<file path="src/rtl/rv32i_types.sv">
// Shared RV32I types: register index, data word and architectural register count.
package rv32i_types;

  typedef logic [4:0]  rv32i_reg;
  typedef logic [31:0] rv32i_word;

  localparam int NUM_REGS = 32;

endpackage

</file>
<file path="src/rtl/sb_counter.sv">
// Pending-write counter for one architectural register.
// Saturates at both ends and reports the offending event on err.
module sb_counter #(
  parameter int CNT_W = 2
) (
  input  logic             clk,
  input  logic             rst,
  input  logic             stall,
  input  logic             issue,
  input  logic             write,
  output logic [CNT_W-1:0] count,
  output logic             err
);

  localparam logic [CNT_W-1:0] CNT_MAX = '1;

  logic [CNT_W-1:0] count_nxt;

  // An issue and a write landing together cancel out, so neither can err.
  always_comb begin
    count_nxt = count;
    err       = 1'b0;
    if (issue && !write) begin
      if (count == CNT_MAX) err = 1'b1;
      else                  count_nxt = count + 1'b1;
    end else if (write && !issue) begin
      if (count == '0) err = 1'b1;
      else             count_nxt = count - 1'b1;
    end
  end

  always_ff @(posedge clk or posedge rst) begin
    if (rst)         count <= '0;
    else if (!stall) count <= count_nxt;
  end

endmodule

</file>
<file path="src/rtl/regfile_scoreboard.sv">
// 32x32 register file with per-register pending-write scoreboard.
// Define REGFILE_WB_BYPASS_EN to forward same-cycle writeback data to the read ports.
module regfile_scoreboard
  import rv32i_types::*;
#(
  parameter int CNT_W = 2
) (
  input  logic        clk,
  input  logic        rst,
  input  logic        stall,
  input  logic        wb_load,
  input  logic [4:0]  wb_rd,
  input  logic [31:0] wb_data,
  input  logic        issue_valid,
  input  logic [4:0]  issue_rd,
  input  logic [4:0]  rs1,
  input  logic [4:0]  rs2,
  output logic [31:0] rs1_out,
  output logic [31:0] rs2_out,
  output logic        rs1_busy,
  output logic        rs2_busy,
  output logic        sb_overflow
);

  rv32i_word        regs [NUM_REGS];
  logic [CNT_W-1:0] cnt  [NUM_REGS];
  logic [NUM_REGS-1:0] err;
  logic             wr_ev;
  logic             iss_ev;

  // Events are qualified here once so every consumer sees identical conditions.
  assign wr_ev  = wb_load     && !stall && !rst && (wb_rd    != 5'd0);
  assign iss_ev = issue_valid && !stall && !rst && (issue_rd != 5'd0);

  always_ff @(posedge clk or posedge rst) begin
    if (rst) begin
      for (int i = 0; i < NUM_REGS; i++) regs[i] <= '0;
    end else if (wr_ev) begin
      regs[wb_rd] <= wb_data;
    end
  end

  assign cnt[0] = '0;
  assign err[0] = 1'b0;

  for (genvar g = 1; g < NUM_REGS; g++) begin : g_cnt
    sb_counter #(.CNT_W(CNT_W)) u_cnt (
      .clk   (clk),
      .rst   (rst),
      .stall (stall),
      .issue (iss_ev && (issue_rd == 5'(g))),
      .write (wr_ev  && (wb_rd    == 5'(g))),
      .count (cnt[g]),
      .err   (err[g])
    );
  end

  always_ff @(posedge clk or posedge rst) begin
    if (rst)        sb_overflow <= 1'b0;
    else if (|err)  sb_overflow <= 1'b1;
  end

  always_comb begin
    rs1_out  = regs[rs1];
    rs1_busy = (cnt[rs1] != '0);
`ifdef REGFILE_WB_BYPASS_EN
    if (wr_ev && (wb_rd == rs1)) begin
      rs1_out = wb_data;
      if (cnt[rs1] == CNT_W'(1)) rs1_busy = 1'b0;
    end
`endif
    if (rst || (rs1 == 5'd0)) begin
      rs1_out  = '0;
      rs1_busy = 1'b0;
    end
  end

  always_comb begin
    rs2_out  = regs[rs2];
    rs2_busy = (cnt[rs2] != '0);
`ifdef REGFILE_WB_BYPASS_EN
    if (wr_ev && (wb_rd == rs2)) begin
      rs2_out = wb_data;
      if (cnt[rs2] == CNT_W'(1)) rs2_busy = 1'b0;
    end
`endif
    if (rst || (rs2 == 5'd0)) begin
      rs2_out  = '0;
      rs2_busy = 1'b0;
    end
  end

endmodule

</file>
<file path="config.mk">
export PLATFORM = sky130hd
export DESIGN_NAME = regfile_scoreboard
export DESIGN_NICKNAME = d
export VERILOG_FILES = /design/src/rtl/rv32i_types.sv /design/src/rtl/sb_counter.sv /design/src/rtl/regfile_scoreboard.sv
export SDC_FILE = /design/constraint.sdc
export NUM_CORES = 2
export LEC_CHECK = 0
export BUFFER_PORTS_ARGS = -buffer_cell sky130_fd_sc_hd__buf_2
export CORE_ASPECT_RATIO = 1.5
export CORE_UTILIZATION = 60
export CTS_CLUSTER_SIZE = 30
export DETAILED_ROUTE_END_ITERATION = 10
export PLACE_DENSITY_LB_ADDON = 0.25
export SLEW_MARGIN = 25
export SYNTH_ARGS = -nofsm -noshare
export SYNTH_HDL_FRONTEND = slang
export SYNTH_SLANG_ARGS = --single-unit
</file>
<file path="constraint.sdc">
create_clock -name clk -period 41.9 [get_ports clk]
set_input_delay 6.285 -clock clk [delete_from_list [all_inputs] [get_ports clk]]
set_output_delay 6.285 -clock clk [all_outputs]
set_load 0.02 [all_outputs]
</file>
-- Yosys cells after proc, flatten, opt, wreduce, memory -nomap -nowiden
Cells that the tools add are included.
- bits of input ports: 57
- output and inout port bits: 67
- logic and storage cells: 853
- bits in registers: 1087
- muxes and demuxes: 267
- add/sub/neg operators: 62
- bitwise gates (word level): 4
- reductions and logical operators: 297
- magnitude comparators: 4
- eq/ne operators: 155
- operator list (operator ; count):
    1024-bit bitwise mux ; 1
    32-bit binary-select mux with 5-bit select ; 2
    2-bit two-way mux ; 128
    32-bit two-way mux ; 7
    32-bit demux with 5-bit select ; 1
    5-bit == test (second input constant) ; 32
    1-bit logical AND ; 131
    1-bit two-way mux ; 126
    4-bit AND reduction ; 31
    5-bit by 4-bit == test with 1-bit output (second input constant) ; 16
    2-bit nonzero test ; 33
    1-bit logical NOT ; 64
    2-bit by 1-bit adder with 2-bit output (second input constant) ; 31
    2-bit == test (second input constant) ; 31
    2-bit logical NOT ; 31
    2-bit by 1-bit inequality test with 1-bit output (second input constant) ; 31
    2-bit inequality test (second input constant) ; 31
    2-bit by 1-bit subtractor with 2-bit output (second input constant) ; 31
    5-bit by 3-bit == test with 1-bit output (second input constant) ; 8
    31-bit OR reduction ; 1
    2-bit binary-select mux with 5-bit select ; 2
    5-bit by 2-bit == test with 1-bit output (second input constant) ; 4
    6-bit >= comparator (second input constant) ; 3
    5-bit inverter with 6-bit output ; 3
    6 further kinds ; 10

-- Depth between registers and ports, before layout
- depth in word-level cells: 10
- gate-level depth with buffers: 13
- depth with buffers taken out: 9

-- By module
From an unflattened synthesis, not the netlist that was laid out.
- cells, all modules: 4106
- area, all modules: 59951.2 µm²
- by module, submodules not included (module ; seq. area each (µm²) ; area an instance (µm²) ; times used ; cells an instance):
    regfile_scoreboard ; 25649.6 ; 55219.2 ; 1 ; 3548
    sb_counter ; 50.0 ; 152.6 ; 31 ; 18

-- Worst setup path after synthesis
No wires, ideal clock.
- path kind: input port to output port
- start point: input port rst
- end point: output port rs2_busy
- data required time: 35615 ps
- data arrival time: 34224 ps
- path slack: 1391 ps
- path buffers: 1
- stages on the path: 4
- cell sequence: clkbuf_1 inv_1 o21ai_1 a211oi_1
- longest elaborated chain between the ends: 2
- RTL lines (what ; RTL line ; text):
    start, declared ; regfile_scoreboard.sv:9 ; input logic rst,
    1-bit logical OR ; regfile_scoreboard.sv:87 ; if (rst || (rs2 == 5'd0)) begin
    1-bit two-way mux ; regfile_scoreboard.sv:87 ;
    end, declared ; regfile_scoreboard.sv:21 ; output logic rs2_busy,
Every way passes these cells.

-- Worst setup path in the final report
- start point: input port rs1[0]
- end point: output port rs1_out[21]
- longest elaborated chain between the ends: 5
- elaborated cells on any way between the ends: 7
- classes of those cells: mux (4); bitwise (1); reduce/logical (2)
- RTL lines (what ; RTL line ; text):
    start, declared ; regfile_scoreboard.sv:16 ; input logic [4:0] rs1,
    5-bit inverter with 6-bit output (not written as such) ; regfile_scoreboard.sv:64 ; rs1_out = regs[rs1];
    32-bit binary-select mux with 5-bit select ; regfile_scoreboard.sv:64 ;
    32-bit two-way mux (not written as such) (2 in a row) ; regfile_scoreboard.sv:64 ;
    32-bit two-way mux (*) ; regfile_scoreboard.sv:72 ; if (rst || (rs1 == 5'd0)) begin
    end, declared ; regfile_scoreboard.sv:18 ; output logic [31:0] rs1_out,
Every way passes the cells marked *; elsewhere a longest branch is shown, timed or not. The select of a mux whose other input is x is not followed.

==> metrics.md <==
| Metric | Value |
|---|---|
| Largest net degree at the start of global routing | `~190` |
| Share of layout cells above drive strength 1 | `around 53%` |
| Setup-failing EPs final | `0` |
| Slew Limit Fails | `0` |
| Reg2Reg Launch Point | `g_cnt[1].u_cnt.count[0]` |
| GR Util met3 | `6.34%` |
| Post CTS Setup Buffer Count | `0` |
| Max VDD drop | `roughly 42 uV` |
| Synthesized flop and latch total | `between 1000 and 1500` |
| Synth area leader | `dfrtp_1` |
| H-tree depth | `3` |
| Lkg Pwr | `29.3 nW` |
| Post-synth top cells | `dfrtp_1 (1087), mux2_2 (961), mux4_2 (656), clkbuf_1 (258), nand2_1 (232)` |
| Fill count | `6879` |
| Top cells by area, synth | `dfrtp_1 (46%), mux4_2 (25%), mux2_2 (18%)` |
| Req. time, crit path | `35.62 ns` |
| Placer Congestion | `0.983` |
| Drt drc | `0` |
| Sequential element share of the synthesized area | `a little under half` |
| CTS Buffer Depth | `3` |
| Final HPWL DP | `about 95000 um` |
| Crit. Startpoint | `rs1[0]` |
| Yosys warns | `0` |
| Post-DRT Antenna Nets | `0` |
| Mapped Area | `about 59000 sq um` |
| CTS Buf Count | `between 100 and 150` |
| Hold buffer count at cts | `0` |
| Final worst path period share | `roughly two fifths` |
| CTS tree | `yes` |
| Reg2Reg Setup Slack | `39.68 ns` |
| Clock latency on the worst-skew pair | `a little over 0.7 ns` |
| Reg clk slew, reported paths | `0.06 ns` |
| Most used DFF post-synth | `dfrtp_1` |
| Maxcap violations | `0` |
| WS Path Type | `input pin to output pin` |
| Wirelength per Cell | `33.8 um` |
| Hold EP | `regs[1003]` |
| CP arrival | `around 11 ns` |
| Grt peak-use layer | `met2` |
| Area growth syn-to-layout | `8.78%` |
| Total track usage | `36.2%` |
| Clock period minus worst slack | `17.20 ns` |
| Async SR Flop Fraction | `100%` |
| Initial DRC Count | `approximately 3800` |
| FF+latch area | `between 20000 and 30000 sq um` |
| Initial antenna violation count | `13` |
| GR Layer Usage met2 | `57.4%` |
| Mean post-synth cell area | `roughly 15 sq um` |
| Pre-CTS setup slack | `24.01 ns` |
| Power per cell area | `40.1 nW/um^2` |
| Worst Setup Start Kind | `input pin` |
| TritonRoute pass-1 iters | `7` |
| Clock sink total | `1087` |
| Slowest Stage Delay on Critical Path | `0.80 ns` |
| CORE AREA | `~100000 sq um` |
| Capturing point of the worst reg2reg path | `sb_overflow` |
| Setup TNS | `0 ns` |
| Status | `finished clean` |
| DIE AREA | `100000 sq um` |
| Hold path start | `regs[1003]` |
| Number of flops mapped to enable cells by yosys | `0` |
| Yosys cell types | `63` |
| Most common cell in the synthesized netlist | `dfrtp_1` |
| Num ports | `124` |
| PortBufs | `around 120` |
| Total wire length | `175000 um` |
| Worst-Margin Slew | `1.15 ns` |
| Slowest cell on crit path | `buf_4` |
| Vias per cell | `7.32` |
| Met1 Use GR | `48.5%` |
| Footprint of the multi-input gates | `30400 sq um` |
| PnR Total Power | `~2.6 mW` |
| Unrepaired setup endpoints after global routing | `no` |
| Root Buffer | `clkbuf_16` |
| Synth top area share | `45.9%` |
| Worst r2r path cells | `5` |
| Overflow after GRT | `0` |
| Max FO, Critical Path | `113` |
| Nets | `around 3900` |
| Post_cts resized | `0` |
| Number of global-route vias before repair | `39600` |
| Synth Net Count | `4018` |
| Setup crit end kind | `output pin` |
| Worst min path class | `register to register` |
| Slew HR | `between 20% and 30%` |
| CP Cell Sequence | `buf_8, buf_12, buf_4, buf_4, mux4_2, mux4_2, mux2i_1, nor2_1, buf_2` |
| Hold Vio Cnt, Final | `0` |
| Initial Util | `60.8%` |
| Clock skew | `0.00979 ns` |
| Hold Crit Depth | `0` |
| Global-route wire length before repair | `roughly 260000 um` |
| # rows | `140` |
| Chip width | `around 260 um` |
| Setup WS post-layout | `~25 ns` |
| Die height | `387 um` |
| Routed vias | `38000` |
| Max Freq | `58.2 MHz` |
| Synth Instances | `approximately 4000` |
==> stage by stage <==
stage                     instance area, sq um  instances  hold slack (ns)  util [%]
final                                    64400       5191            0.395      66.2
after global routing                     64400       5189            0.408      66.2
after CTS                                64300       5179            0.397      66.0
after detailed placement                 60600       4978            0.383      62.2
after global placement                   60500       4977            0.376      62.2
after floorplan                          59200       3959            0.441         -
==> layout make-up <==
class                           instances  share of cell area (%)
Timing Repair Buffer                  191                    2.08
Sequential cell                      1087                    42.2
Tap cell                             1278                    2.48
Inverter                               29                   0.181
Clock buffer                          145                    4.80
Antenna cell                            9                  0.0349
Clock inverter                         56                   0.998
Multi-Input combinational cell       2396                    47.2
==> logic make-up after synthesis <==
| group | count (synthesis) | synth area share (%) |
|---|---|---|
| compound gates | 258 | 3.02 |
| fa+ha+maj | 2 | 0.0422 |
| buf+inv | 476 | 3.29 |
| flops | 1087 | 45.9 |
| mux | 1652 | 43.8 |
| simple gates | 484 | 3.92 |
==> power breakdown <==
group          switching [mW]  internal (mW)
Sequential             0.0681           1.13
Combinational           0.164          0.190
Clock                   0.438          0.588
Total                   0.671           1.91
==> worst max-delay path, delay by kind of cell <==
kind	cells	cell delay, ns
buf+inv	5	2.71
simple gates	1	0.09
mux	3	1.66
==> state kept, by name, summed over array words and instances (netlist names) <==
| signal | flops |
|---|---|
| regs | 1024 |
| sb_overflow | 1 |
| g_cnt.u_cnt.count | 62 |
==> how the worst max path moves through the flow <==
stage	endpoint	cells past startpoint
floorplan	rs2_busy	4
global placement	rs1_out[27]	9
detailed placement	rs1_out[27]	9
CTS	rs1_out[27]	9
global route	rs1_out[27]	9
finish	rs1_out[21]	9
==> cell usage in the layout (no fill, tap or decap), types with 17 or more instances in the layout <==
cell type	synthesis	routed
a21oi_1	87	87
mux4_2	656	656
clkinv_2	0	26
o2111ai_1	18	18
a2111oi_0	25	22
nand3_1	20	20
clkbuf_16	0	109
buf_2	98	114
nor2_1	119	114
nand2_1	232	208
nand2_4	0	17
o21ai_0	46	46
buf_4	1	59
clkbuf_8	0	23
mux2_2	961	961
inv_1	29	27
nor3_1	18	18
dfrtp_1	1087	1087
mux2i_1	35	35
==> per-layer routing <==
metal | share of wire [%] | wire length, um
met1 | 38 | 65800
met4 | 5.5 | 9560
met5 | 0.026 | 45
met3 | 8.4 | 14700
met2 | 49 | 85300
Power figures use the tool's default switching activity.
